<file path="src/rtl/mdu_pkg.sv">
// Shared encodings for the iterative multiply/divide unit: op codes, FSM
// states and the fixed iteration count.
package mdu_pkg;

  localparam logic [1:0] MDU_MULT  = 2'b00;
  localparam logic [1:0] MDU_MULTU = 2'b01;
  localparam logic [1:0] MDU_DIV   = 2'b10;
  localparam logic [1:0] MDU_DIVU  = 2'b11;

  localparam int MDU_ITER  = 32;
  localparam int MDU_CNT_W = $clog2(MDU_ITER);

  typedef enum logic [1:0] {
    ST_IDLE = 2'b00,
    ST_CALC = 2'b01,
    ST_DONE = 2'b10
  } mdu_state_t;

endpackage

</file>
<file path="src/rtl/mdu_step.sv">
// One iteration of the MDU datapath: a right-shifting shift-add multiply step
// or a restoring divide step, selected by is_div.
module mdu_step #(
  parameter int WIDTH = 32
) (
  input  logic [2*WIDTH-1:0] acc,
  input  logic [WIDTH-1:0]   mag,
  input  logic               bit_in,
  input  logic               is_div,
  output logic [2*WIDTH-1:0] acc_nx
);

  logic [WIDTH:0] sum_s;
  logic [WIDTH:0] rem_sh_s;
  logic [WIDTH:0] diff_s;
  logic           ge_s;

  // Multiply: add the multiplicand into the high half, then shift right.
  // Divide: acc = {rem, quot}; the dividend bit enters the remainder LSB.
  always_comb begin
    sum_s    = {1'b0, acc[2*WIDTH-1:WIDTH]} + (bit_in ? {1'b0, mag} : {(WIDTH+1){1'b0}});
    rem_sh_s = {acc[2*WIDTH-1:WIDTH], bit_in};
    diff_s   = rem_sh_s - {1'b0, mag};
    ge_s     = (rem_sh_s >= {1'b0, mag});
    if (is_div) begin
      if (ge_s) begin
        acc_nx = {diff_s[WIDTH-1:0], acc[WIDTH-2:0], 1'b1};
      end else begin
        acc_nx = {rem_sh_s[WIDTH-1:0], acc[WIDTH-2:0], 1'b0};
      end
    end else begin
      acc_nx = {sum_s, acc[WIDTH-1:1]};
    end
  end

endmodule

</file>
<file path="src/rtl/mdu.sv">
// Iterative multiply/divide unit: fixed 32-iteration MULT/MULTU/DIV/DIVU with
// start/busy/done handshake and a synchronous cancel for pipeline flushes.
module mdu
  import mdu_pkg::*;
#(
  parameter int WIDTH = 32
) (
  input  logic               clk,
  input  logic               rst,
  input  logic               Start,
  input  logic               Cancel,
  input  logic [1:0]         MDUOp,
  input  logic [WIDTH-1:0]   SrcA,
  input  logic [WIDTH-1:0]   SrcB,
  output logic               Busy,
  output logic               Done,
  output logic [2*WIDTH-1:0] MDUResult
);

  localparam logic [MDU_CNT_W-1:0] CNT_LAST = MDU_CNT_W'(MDU_ITER - 1);
  localparam logic [MDU_CNT_W-1:0] CNT_ONE  = MDU_CNT_W'(1);

  mdu_state_t             state_r, state_nx;
  logic                   start_s, load_s;
  logic [MDU_CNT_W-1:0]   count_r;
  logic [2*WIDTH-1:0]     acc_r, acc_nx_s, fix_s;
  logic [WIDTH-1:0]       mag_r, opnd_r;
  logic                   is_div_r, neg_hi_r, neg_lo_r;
  logic                   signed_s, div_s, a_neg_s, b_neg_s, bit_in_s;
  logic [WIDTH-1:0]       a_mag_s, b_mag_s, hi_s, lo_s, hi_fix_s, lo_fix_s;

  // State register.
  always_ff @(posedge clk or posedge rst) begin
    if (rst) begin
      state_r <= ST_IDLE;
    end else begin
      state_r <= state_nx;
    end
  end

  // Next state; Cancel overrides everything, including a pending Start.
  always_comb begin
    state_nx = state_r;
    start_s  = 1'b0;
    load_s   = 1'b0;
    if (Cancel) begin
      state_nx = ST_IDLE;
    end else begin
      case (state_r)
        ST_IDLE: begin
          if (Start) begin
            state_nx = ST_CALC;
            start_s  = 1'b1;
          end else begin
            state_nx = ST_IDLE;
          end
        end
        ST_CALC: begin
          if (count_r == CNT_LAST) begin
            state_nx = ST_DONE;
            load_s   = 1'b1;
          end else begin
            state_nx = ST_CALC;
          end
        end
        ST_DONE: state_nx = ST_IDLE;
        default: state_nx = ST_IDLE;
      endcase
    end
  end

  // Operand magnitudes for the signed ops, taken when a request is accepted.
  always_comb begin
    signed_s = (MDUOp == MDU_MULT) || (MDUOp == MDU_DIV);
    div_s    = (MDUOp == MDU_DIV) || (MDUOp == MDU_DIVU);
    a_neg_s  = signed_s && SrcA[WIDTH-1];
    b_neg_s  = signed_s && SrcB[WIDTH-1];
    if (a_neg_s) begin
      a_mag_s = -SrcA;
    end else begin
      a_mag_s = SrcA;
    end
    if (b_neg_s) begin
      b_mag_s = -SrcB;
    end else begin
      b_mag_s = SrcB;
    end
  end

  // opnd_r streams multiplier bits LSB-first or dividend bits MSB-first.
  assign bit_in_s = is_div_r ? opnd_r[WIDTH-1] : opnd_r[0];

  mdu_step #(.WIDTH(WIDTH)) u_step (
    .acc    (acc_r),
    .mag    (mag_r),
    .bit_in (bit_in_s),
    .is_div (is_div_r),
    .acc_nx (acc_nx_s)
  );

  // Sign fix applied to the final iteration's output.
  always_comb begin
    hi_s     = acc_nx_s[2*WIDTH-1:WIDTH];
    lo_s     = acc_nx_s[WIDTH-1:0];
    hi_fix_s = neg_hi_r ? -hi_s : hi_s;
    lo_fix_s = neg_lo_r ? -lo_s : lo_s;
    if (is_div_r) begin
      fix_s = {hi_fix_s, lo_fix_s};
    end else if (neg_lo_r) begin
      fix_s = -acc_nx_s;
    end else begin
      fix_s = acc_nx_s;
    end
  end

  // Datapath registers and registered handshake outputs.
  always_ff @(posedge clk or posedge rst) begin
    if (rst) begin
      count_r   <= {MDU_CNT_W{1'b0}};
      acc_r     <= {(2*WIDTH){1'b0}};
      mag_r     <= {WIDTH{1'b0}};
      opnd_r    <= {WIDTH{1'b0}};
      is_div_r  <= 1'b0;
      neg_hi_r  <= 1'b0;
      neg_lo_r  <= 1'b0;
      Busy      <= 1'b0;
      Done      <= 1'b0;
      MDUResult <= {(2*WIDTH){1'b0}};
    end else begin
      Busy <= (state_nx != ST_IDLE);
      Done <= (state_nx == ST_DONE);
      if (start_s) begin
        count_r  <= {MDU_CNT_W{1'b0}};
        acc_r    <= {(2*WIDTH){1'b0}};
        is_div_r <= div_s;
        if (div_s) begin
          mag_r    <= b_mag_s;
          opnd_r   <= a_mag_s;
          // Divide by zero keeps an all-ones quotient regardless of sign.
          neg_lo_r <= (a_neg_s ^ b_neg_s) && (SrcB != {WIDTH{1'b0}});
          neg_hi_r <= a_neg_s;
        end else begin
          mag_r    <= a_mag_s;
          opnd_r   <= b_mag_s;
          neg_lo_r <= a_neg_s ^ b_neg_s;
          neg_hi_r <= a_neg_s ^ b_neg_s;
        end
      end else if ((state_r == ST_CALC) && !Cancel) begin
        count_r <= count_r + CNT_ONE;
        acc_r   <= acc_nx_s;
        if (is_div_r) begin
          opnd_r <= {opnd_r[WIDTH-2:0], 1'b0};
        end else begin
          opnd_r <= {1'b0, opnd_r[WIDTH-1:1]};
        end
      end
      if (load_s) begin
        MDUResult <= fix_s;
      end
    end
  end

endmodule

</file>
<file path="config.mk">
export PLATFORM = sky130hd
export DESIGN_NAME = mdu
export DESIGN_NICKNAME = d
export VERILOG_FILES = /design/src/rtl/mdu_pkg.sv /design/src/rtl/mdu_step.sv /design/src/rtl/mdu.sv
export SDC_FILE = /design/constraint.sdc
export NUM_CORES = 1
export LEC_CHECK = 0
export ABC_AREA = 1
export BUFFER_PORTS_ARGS = -buffer_cell sky130_fd_sc_hd__buf_2
export CAP_MARGIN = 30
export CELL_PAD_IN_SITES_DETAIL_PLACEMENT = 1
export CELL_PAD_IN_SITES_GLOBAL_PLACEMENT = 2
export CORE_MARGIN = 5
export CORE_UTILIZATION = 37
export CTS_CLUSTER_DIAMETER = 30
export DETAILED_ROUTE_END_ITERATION = 8
export PLACE_DENSITY_LB_ADDON = 0.15
export SYNTH_ARGS = -nofsm -noshare
export SYNTH_HDL_FRONTEND = slang
export SYNTH_SLANG_ARGS = --single-unit
export TNS_END_PERCENT = 20
</file>
<file path="constraint.sdc">
create_clock -name clk -period 20.3 [get_ports clk]
set_input_delay 4.06 -clock clk [delete_from_list [all_inputs] [get_ports clk]]
set_output_delay 4.06 -clock clk [all_outputs]
set_load 0.02 [all_outputs]
</file>
# Word-level counts from Yosys, hierarchy flattened
# Index checks and enable logic that the tools add are counted.
dict set report word_totals {
  register_bits 204
  wordCells 69
  in_bits 70
  output_inout_bits 66
}
dict set report classes {
  mux 31
  n_bitwise 1
  addsub 8
  n_reduce_logical 12
  n_eq_ne 5
  order_cmp 1
}
# op n
set op_table {}
lappend op_table {{two-way mux 64 bit} 6}
lappend op_table {{two-way mux 32 bit} 10}
lappend op_table {{negator 32 bit} 4}
lappend op_table {{negator 64 bit} 1}
lappend op_table {{adder 32 x 32 -> 33 bit} 1}
lappend op_table {{>= comparator 33 x 32 -> 1 bit} 1}
lappend op_table {{nonzero test 32 bit} 1}
lappend op_table {{subtractor 32 bit} 1}
lappend op_table {{two-way mux 1 bit} 10}
lappend op_table {{two-way mux 5 bit} 2}
lappend op_table {{equality test 2 bit, second input constant} 3}
lappend op_table {{adder 5 x 1 -> 5 bit, second input constant} 1}
lappend op_table {{equality test 5 bit, second input constant} 1}
lappend op_table {{logical AND 1 bit} 4}
lappend op_table {{logical NOT 2 bit} 2}
lappend op_table {{two-way mux 2 bit} 2}
lappend op_table {{one-hot mux 2 bit (2 select lines)} 1}
lappend op_table {{nonzero test 2 bit} 2}
lappend op_table {{equality test 2 x 1 -> 1 bit, second input constant} 1}
lappend op_table {{logical OR 1 bit} 2}
lappend op_table {{logical NOT 1 bit} 1}
lappend op_table {{bitwise XOR 1 bit} 1}

# Longest topological paths before layout
dict set report depth {
  depth_word 7
  ltp_mapped 36
  depth_no_buf 34
}

# Hierarchy
# A second synthesis with hierarchy kept.
dict set report unflattened {
  hier_cells 3202
  hier_area_um2 19217.2
}
# mod cells_per_inst n_inst area_each_um2
set modules_own_cells {}
lappend modules_own_cells {mdu 1930 1 13060.0}
lappend modules_own_cells {mdu_step 1272 1 6157.2}

# Worst setup path before layout
# No wires, ideal clock.
dict set report synth_path {
  kind {input port to flip-flop}
  from {in SrcA[0]}
  to {reg opnd_r[30]}
  n_path_buf 0
  path_stages 19
  t_arrival_ns 6.162
  required_time_ns 20.231
  path_slack_ns 14.069
  cell_sequence {inv_1 > ha_1 > inv_1 > nor3_1 > nand2_1 > nor3_1 > nand2_1 > nor3_1 > nand3_1 > nor2_1 > nand3_1 > nor2_1 > nand2_1 > nor3_1 > nor2_1 > nor2_1 > xor2_1 > nand2_1 > nand3b_1}
}
dict set report synth_between {
  elab_chain_cells 4
}
# element line
set synth_lines {}
lappend synth_lines {{start: declaration} mdu.sv:13} ;# input logic [WIDTH-1:0] SrcA,
lappend synth_lines {{negator 32 bit} mdu.sv:79} ;# a_mag_s = -SrcA;
lappend synth_lines {{two-way mux 32 bit} mdu.sv:78} ;# if (a_neg_s) begin
lappend synth_lines {{two-way mux 32 bit} mdu.sv:136} ;# if (div_s) begin
lappend synth_lines {{two-way mux 32 bit} mdu.sv:132} ;# if (start_s) begin
lappend synth_lines {{end signal: assignment} mdu.sv:138} ;# opnd_r <= a_mag_s;
lappend synth_lines {{end signal: assignment} mdu.sv:144} ;# opnd_r <= b_mag_s;
lappend synth_lines {{end signal: assignment} mdu.sv:152} ;# opnd_r <= {opnd_r[WIDTH-2:0], 1'b0};
lappend synth_lines {{end: declaration} mdu.sv:27} ;# logic [WIDTH-1:0] mag_r, opnd_r;
# No other way between the ends.
# A chain may end at the register's enable or synchronous reset.

# Final worst setup path
dict set report layout_path {
  from {in Cancel}
  to {reg acc_r[54]}
}
dict set report layout_between {
  elab_chain_cells 3
  elab_cells_between_ends 5
  cone_classes {mux: 2; reduce/logical: 3}
}
# element line
set layout_lines {}
lappend layout_lines {{start: declaration} mdu.sv:11} ;# input logic Cancel,
lappend layout_lines {{logical NOT 1 bit} mdu.sv:148} ;# end else if ((state_r == ST_CALC) && !Cancel) begin
lappend layout_lines {{logical AND 1 bit} mdu.sv:148}
lappend layout_lines {{nonzero test 2 bit (no source line)} n/a}
lappend layout_lines {{end signal: assignment} mdu.sv:120} ;# acc_r <= {(2*WIDTH){1'b0}};
lappend layout_lines {{end signal: assignment} mdu.sv:134} ;# acc_r <= {(2*WIDTH){1'b0}};
lappend layout_lines {{end signal: assignment} mdu.sv:150} ;# acc_r <= acc_nx_s;
lappend layout_lines {{end: declaration} mdu.sv:26} ;# logic [2*WIDTH-1:0] acc_r, acc_nx_s, fix_s;
# Parallel ways exist; a longest one is shown, timed or not.

==> reports/metrics.yaml <==
cts_hold_buf: 0
clk_path_buf_depth: 3
synth_area_um2: 18510
synth_top_area_share_pct: 27.58
leakage_nw: 11.37
cpLargestDelayFamily: "buffers and inverters"
synth_seq_cells: 204
post_drt_wl_per_cell_um: 20.60
max_cap_violations: 0
drt_iter0_drc: 1342
htreeDepth: 2
grt_max_degree: 106
post_cts_buffers: 0
cp.required_ps: 20720
crit_type: "primary input to flip-flop"
core_area_um2: 49860
async_reset_ff_share_pct: 100.0
ir_worst_vdd_mv: 0.07460
fin_nets: 3199
status: "complete, no violations"
gp_congestion: 0.9148
p_per_area_nw_per_um2: 164.4
maxSlewViolCount: 0
worst_pin_slew_ps: 859.6
viasPerCell: 5.355
grt_pass1_vias: 20650
synth.yosys.seq_area_share_pct: 27.58
cp_data_arrival_time_ps: 7080
synth.avg_cell_area_um2: 6.282
num_io_pins: 136
row_count: 82
syn_nets: 3089
drtPass1Iterations: 5
cts-buffers-inserted: 57
synthCells: 2946
fin_area_um2: 21910
fin_crit_sh_pct: 32.78
path_cells: "buf_2 -> nor2_1 -> nand2_2 -> buf_4 -> inv_1 -> buf_4 -> nor2_4 -> buf_4 -> inv_2 -> buf_4 -> o22ai_1"
final_antenna_net_count: 0
crit_top_cell: "buf_4"
cts-root-buf: "clkbuf_16"
vias: 20230
cts.clk_slew.worst_paths_ps: 50
synth_top_area_cell: "dfrtp_1"
synth_flop_cell: "dfrtp_1"
antennaDiodeCount: 0
post-synth-top-count-cell: "nand2_1"
grt_antenna_before_repair: 0
cts_tree: "done"
die-area_um2: 54590
timing.rr.end: "MDUResult[50]"
cts_sinks: 204
fin_skew_ps: 33.18
areaGrowthSynthToFinish_pct: 18.38
worstReg2RegStart: "is_div_r"
grt_overflow: 0
ctsResizeCount: 0
hold_end: "MDUResult[34]"
gr-usage-all-layers_pct: 27.91
grt_pass1_wl_mm: 119.2
synth_edf_count: 0
placed_area_um2: 19730
final.setup.worst_slack_ps: 13650
finalHoldViolations: 0
hp-class: "flip-flop to flip-flop"
relSlewSlack_pct: 42.70
hold_depth: 2
min_period_ps: 6654
drive_gt1_share_pct: 11.53
crit_fanout: 56
reg2reg_depth: 31
initial_core_util_pct: 37.11
synth_common_cells: "nand2_1 (861), inv_1 (410), nor2_1 (296), nand3_1 (234), dfrtp_1 (204)"
tns_ps: 0
die_w_um: 233.6
ys_warn_count: 0
cp.depth: 11
drc: 0
cpPeakStageDelay_ps: 610
cp-end-kind: "flip-flop"
slowest_stage: "buf_4"
dp_hpwl_mm: 60.71
portBuffers: 135
rsz0062_at_grt: "no"
fp.dieH_um: 233.6
critPathLaunchType: "primary input"
hp-start: "MDUResult[34]"
finalSetupViolations: 0
yosys-top-cells-area: "dfrtp_1 (28%), nand2_1 (17%), inv_1 (8.3%)"
n_fill_cell: 6655
multi_input_area_um2: 11360
worstPathBufferInverterCount: 7
seqCellArea_um2: 5109
fmax_mhz: 150.3
yosysUniqueCellTypes: 57
clk_latency_ps: 620
r2r_slack_ps: 13680
post-place-ws_ps: 12610
routed_wl_mm: 77.82
worst max-delay path by stage:
stage | startpoint | to | slack [ps]
6_report | Cancel | acc_r[54] | 13650
5_1_grt | is_div_r | MDUResult[50] | 13180
4_1_cts | Cancel | MDUResult[32] | 13220
3_5_place_dp | Cancel | MDUResult[32] | 12610
3_3_place_gp | Cancel | MDUResult[32] | 12690
2_1_floorplan | rst | Busy | 10670
routing by layer:
layer | up-vias | GRT usage (%) | share of wire [%]
li1 | 9744 | - | -
met3 | 100 | 3.683 | 4.8
met1 | 9937 | 38.90 | 46
met4 | 0 | 7.322 | 2.4
met2 | 444 | 45.74 | 47
met5 | - | 0 | 0
tightest hold or removal path, cell delays in order, from the launching register on:
cell and delay, ps:
dfrtp_1 330, nand2_1 60, nand2_1 50
kinds of logic (layout without fill, tap and decap cells):
family	after synthesis	count (layout)	synth area share, %
AND/OR/NAND/NOR	1576	1576	36.42
buffers and inverters	528	687	11.22
AO/OA/AOI/OAI	447	447	14.15
flip-flops	204	204	27.58
XOR/XNOR	115	115	5.443
adder cells (fa/ha/maj)	73	73	5.017
multiplexers	3	3	0.1623
where the power goes:
group	total [W]	leakage (nW)	internal, W	switching, W
clock network	0.00100	1.04	0.000709	0.000294
logic	0.00201	7.64	0.000568	0.00145
registers	0.000586	2.68	0.000483	0.000103
total	0.00360	11.4	0.00176	0.00184
state kept, by name, summed over array words and instances, names as in the netlist:
name / cells
MDUResult: 64
acc_r: 64
mag_r: 32
opnd_r: 32
count_r: 5
state_r: 2
Busy: 1
Done: 1
is_div_r: 1
neg_hi_r: 1
neg_lo_r: 1
layout make-up:
| type | count | area share, % |
|---|---|---|
| clock inverters | 39 | 2.690 |
| clock buffers | 69 | 7.127 |
| flip-flops and latches | 204 | 23.32 |
| inverters | 424 | 7.299 |
| repair buffers | 155 | 3.861 |
| well taps | 672 | 3.838 |
| multi-input cells | 2214 | 51.87 |
layout by cell type (no fill, tap or decap), types with 4 or more instances in the layout:
master and n:
nor4_1 6, dfrtp_1 203, clkinv_2 13, nor2_1 292, o22ai_1 30, o21ai_1 22, inv_1 409, ha_1 71
o221ai_1 22, o211ai_1 8, or2_2 16, nand2_2 16, nor2_4 7, o21bai_1 8, xor2_1 90, clkbuf_16 57
clkinvlp_4 7, a221o_1 4, nor3_1 41, o21ai_0 201, nand4_1 53, nand2_1 859, o21ai_2 6, bufinv_16 13
nand3_2 16, nand3_1 234, inv_2 12, xnor2_1 25, clkbuf_8 9, a21oi_1 75, a31oi_1 12, buf_4 19
buf_2 135, nor2_2 17, a22oi_1 33, nand3b_1 10
per-stage QoR:
stage               hold WS (ps)  total power [W]  util, %  instances
floorplan                  453.4         0.001915        -       2946
global placement           460.4         0.002515    39.57       3668
detailed placement         464.1         0.002558    39.57       3668
CTS                        476.8         0.003580    43.88       3776
global route               483.9         0.003840    43.94       3777
finish                     471.3         0.003602    43.94       3777
Power figures use the tool's default switching activity.
